`src/rtl/fsm_sw_led_pkg.sv`:
```
// Shared definitions for the switch-to-LED controller.
//   state_t     : binary-encoded controller states (3 bits, 5 used)
//   LED_*       : LED pattern driven in each state
//   SW_*        : switch codes recognised by the transition logic
//   led_decode  : state -> LED pattern (unused encodings map to LED_IDLE)
package fsm_sw_led_pkg;

  typedef enum logic [2:0] {
    IDLE = 3'd0,
    ST1  = 3'd1,
    ST2  = 3'd2,
    ST3  = 3'd3,
    ST4  = 3'd4
  } state_t;

  localparam logic [2:0] LED_IDLE = 3'b000;
  localparam logic [2:0] LED_ST1  = 3'b001;
  localparam logic [2:0] LED_ST2  = 3'b010;
  localparam logic [2:0] LED_ST3  = 3'b100;
  localparam logic [2:0] LED_ST4  = 3'b111;

  localparam logic [2:0] SW_NONE = 3'b000;
  localparam logic [2:0] SW_1    = 3'b001;
  localparam logic [2:0] SW_2    = 3'b010;
  localparam logic [2:0] SW_3    = 3'b100;
  localparam logic [2:0] SW_ALL  = 3'b111;

  function automatic logic [2:0] led_decode(input state_t st);
    case (st)
      IDLE:    return LED_IDLE;
      ST1:     return LED_ST1;
      ST2:     return LED_ST2;
      ST3:     return LED_ST3;
      ST4:     return LED_ST4;
      default: return LED_IDLE;
    endcase
  endfunction

endpackage

```
`src/rtl/fsm_sw_led_bus_sync.sv`:
```
// Multi-bit flip-flop synchronizer chain for quasi-static board inputs.
//   clk   : destination clock
//   rst_n : asynchronous active-low reset, clears every stage to 0
//   d     : asynchronous input bus
//   q     : synchronized bus (equals d when STAGES == 0)
// Only suitable for slowly changing signals such as switches, where a
// one-cycle skew between bits of the bus is harmless.
module bus_sync #(
  parameter int WIDTH  = 3,
  parameter int STAGES = 2
) (
  input  logic             clk,
  input  logic             rst_n,
  input  logic [WIDTH-1:0] d,
  output logic [WIDTH-1:0] q
);

  generate
    if (STAGES == 0) begin : g_bypass
      assign q = d;
    end else begin : g_sync
      logic [WIDTH-1:0] stage_q [STAGES];

      // NOTE: the synchronizer flops are reset so that a released block
      // starts from a known 000 sample rather than stale pin history.
      always_ff @(posedge clk or negedge rst_n) begin
        if (!rst_n) begin
          for (int i = 0; i < STAGES; i++) stage_q[i] <= '0;
        end else begin
          stage_q[0] <= d;
          for (int i = 1; i < STAGES; i++) stage_q[i] <= stage_q[i-1];
        end
      end

      assign q = stage_q[STAGES-1];
    end
  endgenerate

endmodule

```
`src/rtl/fsm_sw_led.sv`:
```
// Five-state Moore controller steering a 3-bit LED output from slide
// switches.
//   clk   : system clock, all state changes on the rising edge
//   reset : asynchronous active-low reset (state IDLE, led 000, sync 000)
//   sw    : switch code, asynchronous to clk
//   led   : registered LED pattern of the current state
// SYNC_STAGES (0..3) sets the depth of the sw synchronizer; 0 bypasses it.
module fsm_sw_led
  import fsm_sw_led_pkg::*;
#(
  parameter int SYNC_STAGES = 2
) (
  input  logic       clk,
  input  logic       reset,
  input  logic [2:0] sw,
  output logic [2:0] led
);

  state_t     state;
  state_t     next_state;
  logic [2:0] s;

  bus_sync #(
    .WIDTH  (3),
    .STAGES (SYNC_STAGES)
  ) u_sw_sync (
    .clk   (clk),
    .rst_n (reset),
    .d     (sw),
    .q     (s)
  );

  // Equality tests against X/Z evaluate false, so unknown switch values
  // fall through to the hold default.
  always_comb begin
    // NOTE: next_state gets a default before the case so every path
    // assigns it and no latch is inferred.
    next_state = state;
    case (state)
      IDLE: begin
        if (s == SW_1)      next_state = ST1;
        else if (s == SW_2) next_state = ST2;
      end
      ST1: begin
        if (s == SW_2)      next_state = ST2;
        else if (s == SW_3) next_state = ST3;
      end
      ST2: begin
        if (s == SW_3)      next_state = ST3;
      end
      ST3: begin
        if (s == SW_ALL)       next_state = ST4;
        else if (s == SW_NONE) next_state = IDLE;
      end
      ST4: begin
        if (s == SW_3)      next_state = ST3;
      end
      default: next_state = IDLE;  // recover from unused encodings
    endcase
  end

  // led is loaded from the decode of next_state so it changes on the same
  // edge as state, with no combinational path from sw to the pins.
  always_ff @(posedge clk or negedge reset) begin
    if (!reset) begin
      state <= IDLE;
      led   <= LED_IDLE;
    end else begin
      // NOTE: non-blocking assignments keep state and led sampled from the
      // same pre-edge values, independent of statement order.
      state <= next_state;
      led   <= led_decode(next_state);
    end
  end

endmodule

```
`config.mk`:
```
export PLATFORM = sky130hd
export DESIGN_NAME = fsm_sw_led
export DESIGN_NICKNAME = d
export VERILOG_FILES = /design/src/rtl/fsm_sw_led_pkg.sv /design/src/rtl/fsm_sw_led_bus_sync.sv /design/src/rtl/fsm_sw_led.sv
export SDC_FILE = /design/constraint.sdc
export NUM_CORES = 1
export LEC_CHECK = 0
export CORE_MARGIN = 2
export CORE_UTILIZATION = 40
export DETAILED_ROUTE_END_ITERATION = 12
export PLACE_DENSITY = 0.67
export SETUP_SLACK_MARGIN = 0.1
export SYNTH_ARGS = -nofsm -noshare
export SYNTH_HDL_FRONTEND = slang
export SYNTH_HIERARCHICAL = 1
export SYNTH_SLANG_ARGS = --single-unit
```
`constraint.sdc`:
```
create_clock -name clk -period 2.2 [get_ports clk]
set_input_delay 0.33 -clock clk [delete_from_list [all_inputs] [get_ports clk]]
set_output_delay 0.33 -clock clk [all_outputs]
set_load 0.1 [all_outputs]
```
======== Word level (Yosys, flattened, before mapping) ========
Cells that the tools add are included.
word-level totals
  latch bits .............................. 0
  memories ................................ 0
  bits in writable memories ............... 0
  register bits ........................... 12
  memory bits (read-only) ................. 0
  word-level logic and storage cells ...... 27
cells by class
  reduce and logical (&&, ||, !) cells .... 3
  bitwise gates (word level) .............. 0
  multiplexer cells ....................... 8
  order comparisons ....................... 0
  $mul .................................... 0
  add/subtract/negate cells ............... 0
  equal/unequal tests ..................... 12
  div/mod/pow operators ................... 0
  shift-type cells ........................ 0
operator list
  cell                                                             number
  3-bit case mux with 4 select lines                               2
  3-bit two-way mux                                                6
  3-bit by 2-bit == test with 1-bit output, second input constant  5
  3-bit == test, second input constant                             4
  3-bit by 1-bit == test with 1-bit output, second input constant  3
  3-bit logical NOT                                                2
  2-bit OR reduction                                               1

======== Depth between registers and ports, before layout ========
Gate-level depths: netlist (run 1).
  word-level depth ........................ 6
  depth in mapped cells ................... 6
  gate-level depth less buffers ........... 4

======== By module ========
Netlist (run 1), hierarchy kept.
modules (own cells, without submodules)
  module      cells an instance  times used  sequential area each (um^2)  area each (um^2)
  fsm_sw_led  51                 1           150.1                        456.7
  bus_sync    9                  1           150.1                        172.7

======== Worst setup path after synthesis (run 1) ========
Ideal clock, no wire load.
  path type ............................... register to register
  start ................................... register u_sw_sync.g_sync.stage_q, in the netlist u_sw_sync/q[2]
  end ..................................... register led[1]
  library setup time ...................... 95 ps
  arrival time ............................ 1148 ps
  period minus slack after synthesis ...... 1243 ps
  setup slack ............................. 957 ps
  cell stages (with the launch flop) ...... 5
  path through ............................ dfrtp_1 -> buf_4 -> or3_1 -> a211o_1 -> o31ai_1
on the way
  word-level cells in the longest chain between the ends .. 6
  elaborated cells between the ends (all ways) .. 17
ends and longest elaborated chain
  what                                    RTL line                                              source
  start: declaration                      fsm_sw_led_bus_sync.sv:22                             logic [WIDTH-1:0] stage_q [STAGES];
  3-bit == test (tied with other cells)   fsm_sw_led.sv:46, fsm_sw_led.sv:49, fsm_sw_led.sv:56
  3-bit two-way mux (on tied branches)    -
  3-bit two-way mux (on tied branches)    fsm_sw_led.sv:45, fsm_sw_led.sv:41, fsm_sw_led.sv:52
  3-bit case mux with 4 select lines (*)  fsm_sw_led.sv:39                                      case (state)
  3-bit == test (tied with other cells)   fsm_sw_led_pkg.sv:29                                  case (st)
  3-bit case mux with 4 select lines (*)  fsm_sw_led_pkg.sv:29
  end signal: assignment                  fsm_sw_led.sv:72                                      led <= led_decode(next_state);
  end: declaration                        fsm_sw_led.sv:16                                      output logic [2:0] led
Mark *: on every way between the ends. The rest lies on a longest branch, timed or not.

======== Worst setup path in the final report (run 1) ========
  start ................................... register state[1]
  end ..................................... register state[0]
on the way
  word-level cells in the longest chain between the ends .. 3
  elaborated cells between the ends (all ways) .. 7
ends and longest elaborated chain
  what                                                                              RTL line          source
  start: declaration                                                                fsm_sw_led.sv:19  state_t state;
  start signal: assignment                                                          fsm_sw_led.sv:71  state <= next_state;
  3-bit == test / 3-bit by 2-bit == test with 1-bit output (equally long branches)  fsm_sw_led.sv:39
  2-bit OR reduction (no source line)                                               -
  3-bit case mux with 4 select lines (*)                                            fsm_sw_led.sv:39
  via next_state[0]                                                                 fsm_sw_led.sv:20  state_t next_state;
Mark *: on every way through the listed nets, which the timed path passes. The rest lies on a longest branch.

==> impl_metrics.tcl, run 1 <==
set metrics [dict create \
    status "finished, final reports clean" \
    maxCapViolations 0 \
    core_sq_um 1490 \
    via_per_inst 5.63 \
    cts_hold_buf 0 \
    finalSetupViolCount 0 \
    remaining_drc_errors 0 \
    yosys_most_used_dff "dfrtp_1" \
    relSlewSlack_pct 66.6 \
    clk_latency_ns 0.27 \
    ctsHtreeMaxLevel 1 \
    grtUsageTotal_pct 14.2 \
    cp_data_arrival_time_ns 1.58 \
    synth_area_sq_um 629 \
    report.final.hold_viol_count 0 \
    syn_area_per_cell_sq_um 10.5 \
    ant_nets 0 \
    synth_fa_ha_area_share_pct 0 \
    start_kind "flop" \
    skew_ns 0.00812 \
    rr_endpoint "state[0]" \
    grt_pass1_vias 437 \
    postCtsSetupBuffers 0 \
    io_pins 8 \
    setup_ws_ns 0.772 \
    worstMarginPinSlew_ns 0.499 \
    power_density_nw_per_um2 1270 \
    die_x_um 43.7 \
    num_rows 14 \
    initial_utilization_pct 42.3 \
    clk_pin_slew_worst_paths_ns 0.08 \
    drive_gt1_share_pct 18.5 \
    cts_tree "done" \
    slowest_stage "dfrtp_1" \
    synth_compound_area_share_pct 25.6 \
    period_share_pct 64.9 \
    dieHeight_um 43.7 \
    yosysUniqueCellTypes 31 \
    drv_slew 0 \
    hpwl_um 752 \
    fill_cells 140 \
    grt_max_degree 15 \
    grt_remaining_overflow 0 \
    vias 456 \
    ys.warnings.count 6 \
    worstPathMaxFanout 13 \
    first_pass_iters 4 \
    drt_iter0_markers 15 \
    synth-edff-count 0 \
    maxClockFrequency_mhz 700 \
    synth_top_family_by_area "compound AO/OA/AOI/OAI gates" \
    cp-endpoint "state[0]" \
    slowest_delay_ns 0.56 \
    async_reset_ff_share_pct 100 \
    ff2ff_setup_slack_ns 0.77 \
    setup.worst_path.start "state[1]" \
    hp-class "flop to flop" \
    synth_seq_area_share_pct 47.7 \
    p_leak_nw 0.306 \
    areaGrowthSynthToFinish_pct 10.3 \
    critical_path.cell_chain "and2b_2, and2b_1, a22oi_1, o21ai_0" \
    fin_tns_setup_ns 0 \
    clock_path_buffers 2 \
    grt_pass1_wl_um 1950 \
    gp_congestion 0.762 \
    layout_min_cycle_time_ns 1.43 \
    ir_worst_vdd_uv 994 \
    fin_nets 71 \
    portBuffers 7 \
    wl_um 1080 \
    antenna_found_initial 0 \
    rsz0062_at_grt "false" \
    cts_resized 0 \
    r2r-start "state[1]" \
    cts_buffers 3 \
    crit_required_ns 2.35 \
    synthXorXnorAreaFrac_pct 0 \
    pre_cts_ws_ns 0.797 \
    cts_root_buf "clkbuf_4" \
    numClockSinks 12 \
    critPathCaptureType "flop" \
    ys_ff_latch 12 \
    synth-simple-area-share_pct 16.9 \
    dieArea_sq_um 1910 \
    hp-start "u_sw_sync/g_sync.stage_q[4]" \
    muxShareOfSynthArea_pct 0 \
    critPathKind "flop to flop" \
    wire_per_inst_um 13.4 \
    synth_cells 60 \
    rr_worst_depth 4 \
    synth_nets 65 \
    insertedDiodeCount 0 \
]
per-layer routing:
metal  GRT usage (%)  wire (um)
met1            19.1        532
met2            20.9        469
met3            7.92         83
met4            1.82          0
met5               0          0
synthesized netlist by cell type, types with 2 or more instances:
| cell type | instances | share of area (%) |
|---|---|---|
| buf_4 | 4 | 4.8 |
| and2b_1 | 3 | 3.6 |
| nand2_1 | 2 | 1.2 |
| nor2_1 | 3 | 1.8 |
| dfrtp_1 | 12 | 48 |
| a21oi_1 | 4 | 3.2 |
| nor2b_1 | 2 | 2.0 |
| and2b_2 | 2 | 2.8 |
| o21ai_0 | 6 | 4.8 |
where the power goes:
part	internal, mW	leakage [nW]	total (mW)	switching (mW)
Sequential	0.268	0.144	0.338	0.0704
Clock	0.101	0.0210	0.173	0.0723
Combinational	0.116	0.141	0.369	0.253
Total	0.485	0.306	0.880	0.395
cell type report:
class                           count  area, sq um  share of cell area, %
Inverter                            2         7.51                   1.08
Timing Repair Buffer                7         62.6                   9.01
Multi-Input combinational cell     40          268                   38.6
Sequential cell                    12          300                   43.2
Tap cell                           16         20.0                   2.88
Clock buffer                        4         36.3                   5.23
flip-flops by register name (all words and copies together), names as in the netlist:
name                      flops
led                           3
state                         3
u_sw_sync/g_sync.stage_q      3
u_sw_sync/q                   3
worst min-delay path by stage:
stage	slack (ns)	end	depth (start not counted)
floorplan	0.03	led[0]	0
global placement	0.33	u_sw_sync/q[2]	0
detailed placement	0.35	u_sw_sync/q[0]	0
CTS	0.36	u_sw_sync/q[1]	0
global route	0.36	u_sw_sync/q[0]	0
finish	0.35	u_sw_sync/q[1]	0
critical path: cells and delay by family, from the launching register on:
| family | cells | cell delay [ns] |
|---|---|---|
| simple gates | 2 | 0.47 |
| flops | 1 | 0.56 |
| compound gates | 2 | 0.28 |
logic make-up (layout without fill, tap and decap cells):
kind of cell / after synthesis / in the layout
buf+inv: 8 / 13
compound gates: 24 / 24
flops: 12 / 12
simple gates: 16 / 16
cells in the final DEF, fill, tap and decap left out, drive strengths merged, types with 2 or more instances in the layout:
| master | Yosys | routed |
|---|---|---|
| nand2 | 3 | 3 |
| inv | 2 | 2 |
| nor2b | 2 | 2 |
| clkdlybuf4s50 | 0 | 4 |
| clkbuf | 0 | 4 |
| nor2 | 3 | 3 |
| and2b | 5 | 5 |
| a21oi | 4 | 4 |
| o21ai | 7 | 7 |
| buf | 5 | 3 |
| dfrtp | 12 | 12 |
metrics by stage:
stage | std cells | instance area, sq um | power [mW] | util, % | hold WS [ns]
detailed placement | 77 | 658 | 0.708 | 44.2 | 0.346
CTS | 81 | 694 | 0.885 | 46.6 | 0.361
global placement | 77 | 658 | 0.713 | 44.2 | 0.334
global route | 81 | 694 | 0.939 | 46.6 | 0.365
floorplan | 60 | 629 | 0.652 | - | 0.0344
finish | 81 | 694 | 0.880 | 46.6 | 0.350
No activity file was read; power rests on OpenSTA's default activity.
==> run 2, diff against run 1 <==
==> constraint.sdc (replaced) <==
create_clock -name clk -period 1.4 [get_ports clk]
set_input_delay 0.21 -clock clk [delete_from_list [all_inputs] [get_ports clk]]
set_output_delay 0.21 -clock clk [all_outputs]
set_load 0.1 [all_outputs]
==> run 2 against run 1 <==
Compared with the run above:
- core utilization grew 7.3 points
- first-iteration DRC count increased by 33%
- routed wire length is 27% higher
- clock power rose by 64%
- largest power group unchanged
- critical endpoint unchanged
- highest routed layer is now met4
==> impl_metrics.tcl, run 2 (same netlist as run 1, synthesis figures left out) <==
set metrics [dict create \
    fill_cells 123 \
    die_x_um 43.7 \
    ctsHtreeMaxLevel 1 \
    worstPathMaxFanout 5 \
    drv_slew 0 \
    maxClockFrequency_mhz 794 \
    cts_buffers 3 \
    portBuffers 7 \
    start_kind "flop" \
    fin_hold_ws_ns 0.217 \
    dieHeight_um 43.7 \
    drive_gt1_share_pct 33.3 \
    finalSetupViolCount 0 \
    rr_worst_depth 4 \
    maxCapViolations 0 \
    cts_hold_buf 0 \
    io_pins 8 \
    insertedDiodeCount 0 \
    grt_pass1_vias 469 \
    layout_min_cycle_time_ns 1.26 \
    status "finished, final reports clean" \
    crit_required_ns 1.57 \
    pre_cts_ws_ns 0.0567 \
    antenna_found_initial 0 \
    grtUsageTotal_pct 15.3 \
    areaGrowthSynthToFinish_pct 27.6 \
    report.final.hold_viol_count 0 \
    fin_tns_setup_ns 0 \
    drt_iter0_markers 20 \
    clock_path_buffers 2 \
    p_leak_nw 0.353 \
    wl_um 1380 \
    critPathCaptureType "flop" \
    period_share_pct 90.0 \
    cp_data_arrival_time_ns 1.43 \
    dieArea_sq_um 1910 \
    grt_max_degree 15 \
    grt_remaining_overflow 0 \
    cts_tree "done" \
    numClockSinks 12 \
    rsz0062_at_grt "true" \
    power_density_nw_per_um2 1960 \
    fin_nets 78 \
    ff2ff_setup_slack_ns 0.14 \
    setup_ws_ns 0.140 \
    clk_latency_ns 0.29 \
    remaining_drc_errors 0 \
    vias 528 \
    rr_endpoint "state[0]" \
    setup.worst_path.start "state[2]" \
    gp_congestion 0.829 \
    worstMarginPinSlew_ns 0.311 \
    hpwl_um 832 \
    core_sq_um 1490 \
    num_rows 14 \
    initial_utilization_pct 42.3 \
    ant_nets 0 \
    clk_pin_slew_worst_paths_ns 0.08 \
    hp-class "input pin to asynchronous set/reset pin" \
    wire_per_inst_um 15.6 \
    ir_worst_vdd_uv 1090 \
    relSlewSlack_pct 79.3 \
    via_per_inst 6.00 \
    skew_ns 0.00599 \
    mostFrequentLayoutCells "dfrtp_1 (9), buf_4 (6)" \
    layout_commonest_cell "dfrtp_1" \
    first_pass_iters 4 \
    grt_pass1_wl_um 2070 \
    cp-endpoint "state[0]" \
    cts_root_buf "clkbuf_4" \
    r2r-start "state[2]" \
    critPathKind "flop to flop" \
]
[run 2: cell types whose count changed in the layout (fill, tap and decap cells not counted), moves of 2 or more]
cell     before  now
dfrtp_1      12    9
buf_4         3    6
dfrtp_2       0    3
o21ai_1       1    3
buf_12        0    3
o21ai_0       6    4
[run 2: what timing repair did]
item / CTS / global route
endpoints found under the setup margin: 5 / 6
gates resized for setup: 1 / 8
pin swaps: 0 / 1
buffers inserted: 0 / 4
[run 2: how the worst min path moves through the flow]
stage                                     start                           to  slack, ns
floorplan                                 reset                       led[0]      -0.09
detailed placement  u_sw_sync/g_sync.stage_q[3]               u_sw_sync/q[0]       0.34
global route                              reset  u_sw_sync/g_sync.stage_q[4]       0.25
finish                                    reset                     state[0]       0.22
CTS                                       reset                     state[0]       0.22
global placement    u_sw_sync/g_sync.stage_q[4]               u_sw_sync/q[1]       0.33
[run 2: per-stage QoR]
stage	utilization [%]	std cells	instance area [sq um]	total power, mW
detailed placement	48.2	80	718	1.26
floorplan	-	60	629	1.02
CTS	50.8	84	756	1.55
global route	53.9	88	803	1.66
finish	53.9	88	803	1.58
global placement	48.2	80	718	1.26
[run 2: where the power goes]
part	leakage, nW	switching (mW)	internal (mW)
clock	0.0210	0.126	0.159
combinational	0.192	0.465	0.314
sequential	0.141	0.0925	0.423
[run 2: cell type report]
class,count,area [sq um],share of cell area (%)
clock buffers,4,36.3,4.52
inverters,2,7.51,0.935
multi-input cells,40,283,35.2
flip-flops and latches,12,304,37.9
well taps,16,20.0,2.49
repair buffers,14,153,19.0
[run 2: critical path, cell delays in order (launching register included)]
cell	delay, ns
dfrtp_1	0.43
and2b_2	0.23
and2b_2	0.22
a22oi_1	0.17
o21ai_1	0.09
[run 2: per-layer routing]
layer	vias to the layer above	track usage, %	share of wire, %
li1	237	-	-
met1	256	18.4	41
met2	31	23.2	49
met3	4	4.58	6.8
met4	0	10.9	2.5
met5	-	0	0
